**config.mk**
```make
export PLATFORM = sky130hd
export DESIGN_NAME = axi_read_responder
export DESIGN_NICKNAME = d
export VERILOG_FILES = /design/src/rtl/axi_resp_pkg.sv /design/src/rtl/axi_read_responder_req_fifo.sv /design/src/rtl/axi_read_responder.sv
export SDC_FILE = /design/constraint.sdc
export NUM_CORES = 1
export LEC_CHECK = 0
export CAP_MARGIN = 0
export CORE_MARGIN = 2
export CORE_UTILIZATION = 53
export CTS_CLUSTER_SIZE = 16
export DETAILED_ROUTE_END_ITERATION = 8
export GPL_ROUTABILITY_DRIVEN = 0
export PLACE_DENSITY = 0.92
export SKIP_CTS_REPAIR_TIMING = 1
export SKIP_LAST_GASP = 1
export SLEW_MARGIN = 20
export SYNTH_ARGS = -nofsm -noshare
export SYNTH_HDL_FRONTEND = slang
export SYNTH_SLANG_ARGS = --single-unit
```
**constraint.sdc**
```tcl
create_clock -name clk -period 7.5 [get_ports clk]
set_input_delay 0.75 -clock clk [delete_from_list [all_inputs] [get_ports clk]]
set_output_delay 0.75 -clock clk [all_outputs]
set_load 0.005 [all_outputs]
```
**src/rtl/axi_resp_pkg.sv**
```systemverilog
// Shared types and constants for the AXI read responder.
package axi_resp_pkg;

  localparam int ADDR_WIDTH_DEF = 26;
  localparam int WORD_WIDTH     = ADDR_WIDTH_DEF - 2;
  localparam int MAX_BURST_DEF  = 16;
  localparam int LEN_WIDTH      = $clog2(MAX_BURST_DEF + 1);
  localparam int ID_WIDTH       = 4;
  localparam int AXLEN_WIDTH    = 8;

  // One queued read request: start word address, beat count and transaction id.
  typedef struct packed {
    logic [WORD_WIDTH-1:0] addr;
    logic [LEN_WIDTH-1:0]  len;
    logic [ID_WIDTH-1:0]   id;
  } rd_req_t;

  typedef enum logic [1:0] {
    IDLE,
    WAIT,
    BURST
  } engine_state_t;

  // ARLEN is a beat count; zero means one beat and anything above max_burst is clamped.
  function automatic logic [LEN_WIDTH-1:0] clamp_len(input logic [AXLEN_WIDTH-1:0] raw,
                                                     input int max_burst);
    logic [LEN_WIDTH-1:0] result;
    if (raw == '0) begin
      result = LEN_WIDTH'(1);
    end else if (int'(raw) > max_burst) begin
      result = LEN_WIDTH'(max_burst);
    end else begin
      result = raw[LEN_WIDTH-1:0];
    end
    return result;
  endfunction

endpackage

```
**src/rtl/axi_read_responder_req_fifo.sv**
```systemverilog
// Small request queue with registered full/empty flags and same-cycle push/pop.
module req_fifo
  import axi_resp_pkg::*;
#(
  parameter int DEPTH = 2
) (
  input  logic    clk,
  input  logic    rst_n,
  input  logic    push,
  input  rd_req_t push_data,
  input  logic    pop,
  output rd_req_t pop_data,
  output logic    full,
  output logic    empty
);

  localparam int PTR_WIDTH = (DEPTH > 1) ? $clog2(DEPTH) : 1;
  localparam int CNT_WIDTH = $clog2(DEPTH + 1);
  localparam logic [PTR_WIDTH-1:0] PTR_LAST = PTR_WIDTH'(DEPTH - 1);
  localparam logic [PTR_WIDTH-1:0] PTR_ONE  = PTR_WIDTH'(1);
  localparam logic [CNT_WIDTH-1:0] CNT_FULL = CNT_WIDTH'(DEPTH);
  localparam logic [CNT_WIDTH-1:0] CNT_ONE  = CNT_WIDTH'(1);

  rd_req_t              entries [DEPTH];
  logic [PTR_WIDTH-1:0] wr_ptr;
  logic [PTR_WIDTH-1:0] rd_ptr;
  logic [CNT_WIDTH-1:0] count;
  logic [CNT_WIDTH-1:0] count_next;
  logic                 do_push;
  logic                 do_pop;

  assign do_push  = push & ~full;
  assign do_pop   = pop & ~empty;
  assign pop_data = entries[rd_ptr];

  // Occupancy after this cycle's push/pop; a simultaneous push and pop leaves it unchanged.
  always_comb begin
    count_next = count;
    if (do_push && !do_pop) begin
      count_next = count + CNT_ONE;
    end else if (do_pop && !do_push) begin
      count_next = count - CNT_ONE;
    end
  end

  // Entry storage needs no reset; only the pointers decide what is valid.
  always_ff @(posedge clk) begin
    if (do_push) begin
      entries[wr_ptr] <= push_data;
    end
  end

  // Pointers wrap at DEPTH; flags are registered from the next occupancy.
  always_ff @(posedge clk or negedge rst_n) begin
    if (!rst_n) begin
      wr_ptr <= '0;
      rd_ptr <= '0;
      count  <= '0;
      full   <= 1'b0;
      empty  <= 1'b1;
    end else begin
      if (do_push) begin
        wr_ptr <= (wr_ptr == PTR_LAST) ? '0 : wr_ptr + PTR_ONE;
      end
      if (do_pop) begin
        rd_ptr <= (rd_ptr == PTR_LAST) ? '0 : rd_ptr + PTR_ONE;
      end
      count <= count_next;
      full  <= (count_next == CNT_FULL);
      empty <= (count_next == '0);
    end
  end

endmodule

```
**src/rtl/axi_read_responder.sv**
```systemverilog
// AXI-style read responder: queues burst requests and streams words from a synchronous backing store.
module axi_read_responder
  import axi_resp_pkg::*;
#(
  parameter int ADDR_WIDTH  = ADDR_WIDTH_DEF,
  parameter int DATA_WIDTH  = 32,
  parameter int LATENCY     = 4,
  parameter int QUEUE_DEPTH = 2,
  parameter int MAX_BURST   = MAX_BURST_DEF
) (
  input  logic                   clk,
  input  logic                   rst_n,
  input  logic                   ar_valid,
  output logic                   ar_ready,
  input  logic [ADDR_WIDTH-1:0]  ar_addr,
  input  logic [AXLEN_WIDTH-1:0] ar_len,
  input  logic [ID_WIDTH-1:0]    ar_id,
  output logic                   r_valid,
  input  logic                   r_ready,
  output logic [DATA_WIDTH-1:0]  r_data,
  output logic                   r_last,
  output logic [ID_WIDTH-1:0]    r_id,
  output logic [ADDR_WIDTH-3:0]  o_mem_raddr,
  input  logic [DATA_WIDTH-1:0]  i_mem_rdata
);

  localparam int CNT_WIDTH = (LATENCY > 1) ? $clog2(LATENCY) : 1;
  localparam logic [CNT_WIDTH-1:0]    CNT_LOAD = CNT_WIDTH'(LATENCY - 1);
  localparam logic [CNT_WIDTH-1:0]    CNT_ONE  = CNT_WIDTH'(1);
  localparam logic [ADDR_WIDTH-3:0]   ADDR_ONE = (ADDR_WIDTH-2)'(1);
  localparam logic [LEN_WIDTH-1:0]    LEN_ONE  = LEN_WIDTH'(1);

  rd_req_t               push_req;
  rd_req_t               head_req;
  logic                  push;
  logic                  pop;
  logic                  fifo_full;
  logic                  fifo_empty;
  logic                  last_beat;
  logic                  unused_addr_lsb;

  engine_state_t         state;
  engine_state_t         state_next;
  logic [ADDR_WIDTH-3:0] cur_addr;
  logic [ADDR_WIDTH-3:0] cur_addr_next;
  logic [LEN_WIDTH-1:0]  beats_left;
  logic [LEN_WIDTH-1:0]  beats_left_next;
  logic [ID_WIDTH-1:0]   cur_id;
  logic [ID_WIDTH-1:0]   cur_id_next;
  logic [CNT_WIDTH-1:0]  wait_cnt;
  logic [CNT_WIDTH-1:0]  wait_cnt_next;

  // ARREADY is held low while reset is asserted, otherwise it follows the registered full flag.
  assign ar_ready        = rst_n & ~fifo_full;
  assign push            = ar_valid & ar_ready;
  assign unused_addr_lsb = ^ar_addr[1:0];

  // Byte offset bits are dropped; the length is normalised before it is queued.
  always_comb begin
    push_req      = '0;
    push_req.addr = ar_addr[ADDR_WIDTH-1:2];
    push_req.len  = clamp_len(ar_len, MAX_BURST);
    push_req.id   = ar_id;
  end

  req_fifo #(
    .DEPTH(QUEUE_DEPTH)
  ) u_req_fifo (
    .clk      (clk),
    .rst_n    (rst_n),
    .push     (push),
    .push_data(push_req),
    .pop      (pop),
    .pop_data (head_req),
    .full     (fifo_full),
    .empty    (fifo_empty)
  );

  assign r_data = i_mem_rdata;
  assign r_id   = cur_id;

  // Engine next-state, read-channel outputs and the one-cycle-ahead memory address.
  always_comb begin
    state_next      = state;
    cur_addr_next   = cur_addr;
    beats_left_next = beats_left;
    cur_id_next     = cur_id;
    wait_cnt_next   = wait_cnt;
    pop             = 1'b0;
    r_valid         = 1'b0;
    r_last          = 1'b0;
    last_beat       = (beats_left == LEN_ONE);
    o_mem_raddr     = cur_addr;
    case (state)
      IDLE: begin
        if (!fifo_empty) begin
          pop             = 1'b1;
          cur_addr_next   = head_req.addr;
          beats_left_next = head_req.len;
          cur_id_next     = head_req.id;
          wait_cnt_next   = CNT_LOAD;
          if (LATENCY == 1) begin
            state_next  = BURST;
            o_mem_raddr = head_req.addr;
          end else begin
            state_next = WAIT;
          end
        end
      end
      WAIT: begin
        wait_cnt_next = wait_cnt - CNT_ONE;
        if (wait_cnt == CNT_ONE) begin
          state_next = BURST;
        end
      end
      BURST: begin
        r_valid = 1'b1;
        r_last  = last_beat;
        if (r_ready) begin
          if (last_beat) begin
            state_next = IDLE;
          end else begin
            cur_addr_next   = cur_addr + ADDR_ONE;
            beats_left_next = beats_left - LEN_ONE;
            o_mem_raddr     = cur_addr + ADDR_ONE;
          end
        end
      end
      default: begin
        state_next = IDLE;
      end
    endcase
  end

  // Engine state register; reset drops any in-flight burst.
  always_ff @(posedge clk or negedge rst_n) begin
    if (!rst_n) begin
      state      <= IDLE;
      cur_addr   <= '0;
      beats_left <= '0;
      cur_id     <= '0;
      wait_cnt   <= '0;
    end else begin
      state      <= state_next;
      cur_addr   <= cur_addr_next;
      beats_left <= beats_left_next;
      cur_id     <= cur_id_next;
      wait_cnt   <= wait_cnt_next;
    end
  end

endmodule

```
==> impl_metrics.csv <==
group,metric,value,unit
status,status,"completed",
detailed_routing,routedWlPerCell,18.5,um
floorplan,start_util,0.548,
timing,rsz0062_at_grt,"false",
global_routing,grt_pass1_vias,3786,
finish,drive_gt1_frac,0.0766,
timing,max_freq,234,MHz
floorplan,ios,137,
detailed_routing,wl,11600,um
synth,synthTopCellsByArea,"edfxtp_1 (37%), dfrtp_1 (20%), buf_4 (4.6%), mux2i_1 (3.9%), nand2_1 (2.8%)",
worst_setup_path,cp.required,6.75,ns
floorplan,die_height,105,um
cts,cts_buffers,9,
timing,fin_crit,4.27,ns
synth,yosys.area.top_type,"edfxtp_1",
worst_setup_path,rrSetupSlack,4.83,ns
synth,avgSynthCellArea,11.5,um^2
power,power_density,357,nW/um^2
cts,cts-htree-levels,3,
detailed_routing,antenna_left,0,
power,worst_ir_drop_vdd,0.218,mV
timing,hold_viol,0,
global_routing,overflow,0,
timing,slew_violations,0,
global_routing,grt_pass1_wl,18700,um
timing,max_slew.worst_pin.slew,0.997,ns
synth,synth_cell_type_count,53,
job,cap_violations,0,
finish,n_antenna_cell,0,
worst_hold_path,worstHoldPathType,"in2async",
worst_setup_path,worstSetupStartpointType,"flip-flop",
synth,synth_fp_nets,544,
cts,clk_pin_slew,0.10,ns
timing,finalSetupViolCount,0,
global_routing,grt_max_degree,46,
timing,setup_slack,3.23,ns
power,leakagePower,2.21,nW
floorplan,fp.coreArea,9770,um^2
floorplan,die_area,10900,um^2
cts,root_buffer,"clkbuf_8",
cts,cts_tree,"yes",
place,dp_slack,3.63,ns
finish,nFillCells,720,
place,dpl.cell_count,613,
floorplan,die_x,105,um
synth,synth_edf_count,66,
timing,relSlewSlack,0.335,
place,dp_hpwl,8020,um
synth,synth-seq-cells,109,
detailed_routing,drtPass1Iterations,6,
synth,synth_top_area_share,0.370,
timing,final.setup.tns,0,ns
floorplan,num_rows,36,
place,io_buffer_count,70,
finish,final_cells,629,
worst_setup_path,crit_fanout,18,
timing,finalCritPeriodShare,0.569,
finish,nNetsFinal,569,
global_routing,grt_usage,0.217,
cts,clockBufferDepth,2,
detailed_routing,drc,0,
synth,ys.flop_type,"edfxtp_1",
worst_setup_path,cp.arrival,3.52,ns
synth,ys_warn_count,0,
finish,syn_to_final_growth,13.3,%
detailed_routing,via_per_inst,6.07,
synth,ys_async_sr_fraction,0.394,
cts,cts_sinks,109,
timing,whs,0.447,ns
detailed_routing,drt_iter0_markers,410,
worst_setup_path,path_class,"reg2out",
detailed_routing,vias,3817,
timing,finClkSkew,0.00844,ns
synth,netlist_area,5360,um^2
cts,clk_latency,0.38,ns
synth,yosysSeqAreaShare,0.571,
worst_setup_path,end_kind,"output port",
synth,syn_inst,466,
global_routing,antenna_found_initial,0,
## power by group
part	total [mW]	leakage [nW]	internal, mW	switching [mW]
Sequential	0.988	1.09	0.800	0.188
Clock	0.338	0.0895	0.125	0.212
Combinational	0.842	1.04	0.417	0.425
## metal layers
layer / share of wire / wire [um] / track usage / vias to the layer above
met5: 0 / 0 / 0 / -
met4: 0.048 / 557 / 0.146 / 0
met3: 0.071 / 827 / 0.0349 / 63
met2: 0.48 / 5580 / 0.341 / 229
met1: 0.40 / 4670 / 0.279 / 1802
li1: - / - / - / 1723
## worst max-delay path: stages, from the launching register on
cell	delay, ns
dfrtp_1	0.65
nand2_1	0.23
clkinv_1	0.39
nand3_2	0.36
or3_1	0.48
nor2_1	0.19
xor2_1	0.26
clkdlybuf4s50_1	0.56
## worst paths after layout
check	from	endpoint	cells past startpoint
max in group asynchronous	rst_n	u_req_fifo.wr_ptr	2
min in group clk	r_id[3]	r_id[3]	2
worst max register to register	state[1]	cur_addr[16]	6
worst min-delay path	rst_n	r_id[2]	2
worst min register to register	r_id[3]	r_id[3]	2
worst max-delay path	state[1]	o_mem_raddr[12]	7
## stage by stage
step	power, mW	util	cell area (um^2)
after floorplan	1.51	-	5360
after global placement	1.77	0.603	5890
after detailed placement	1.82	0.603	5890
after CTS	2.16	0.621	6070
after global routing	2.30	0.621	6070
final	2.17	0.621	6070
## flip-flops by register name (all words and copies together), names as in the netlist
name and count:
r_id 4, u_req_fifo.wr_ptr 1, cur_addr 24, wait_cnt 2, u_req_fifo.full 1, u_req_fifo.entries 66
u_req_fifo.empty 1, u_req_fifo.rd_ptr 1, u_req_fifo.count 2, beats_left 5, state 2
## logic make-up after synthesis
family | Yosys count | synth area share
muxes | 27 | 0.0518
and+or+nand+nor | 141 | 0.139
DFF | 109 | 0.571
xor gates and xnor gates | 28 | 0.0458
buffers and inverters | 69 | 0.0749
AOI/OAI and AO/OA | 88 | 0.109
adders and majority gates | 4 | 0.00934
## Yosys cell counts (6+ instances only)
master / n
a211oi_1: 15
a21oi_1: 25
and3_1: 10
buf_2: 9
buf_4: 33
clkbuf_1: 16
dfrtp_1: 42
edfxtp_1: 66
inv_1: 7
mux2_2: 6
mux2i_1: 21
nand2_1: 40
nand3_1: 13
nand4_1: 7
nor2_1: 27
nor2b_1: 8
nor3_1: 10
o21ai_0: 16
xnor2_1: 17
xor2_1: 11
## final cells by class
type	instances	area [um^2]	area share
Clock inverter	7	56.3	0.00927
Sequential cell	109	3060	0.504
Inverter	8	30.0	0.00495
Timing Repair Buffer	75	733	0.121
Clock buffer	9	124	0.0204
Tap cell	133	166	0.0274
Multi-Input combinational cell	288	1900	0.313
## cell usage in the layout, fill, tap and decap left out, drive strengths merged, types with 4 or more instances in the layout
cell / count
nand4: 7
ha: 4
o21ai: 16
and2: 4
mux2i: 21
a31oi: 4
mux2: 6
and3: 10
o22ai: 4
nand2: 40
nor2b: 8
dfrtp: 42
a311oi: 4
a21oi: 25
xor2: 11
a211oi: 15
clkbuf: 9
nand3: 14
edfxtp: 66
buf: 6
xnor2: 17
nor3: 13
inv: 10
clkdlybuf4s50: 69
nor2: 27
Note: power is estimated with default switching activity, not from simulation.
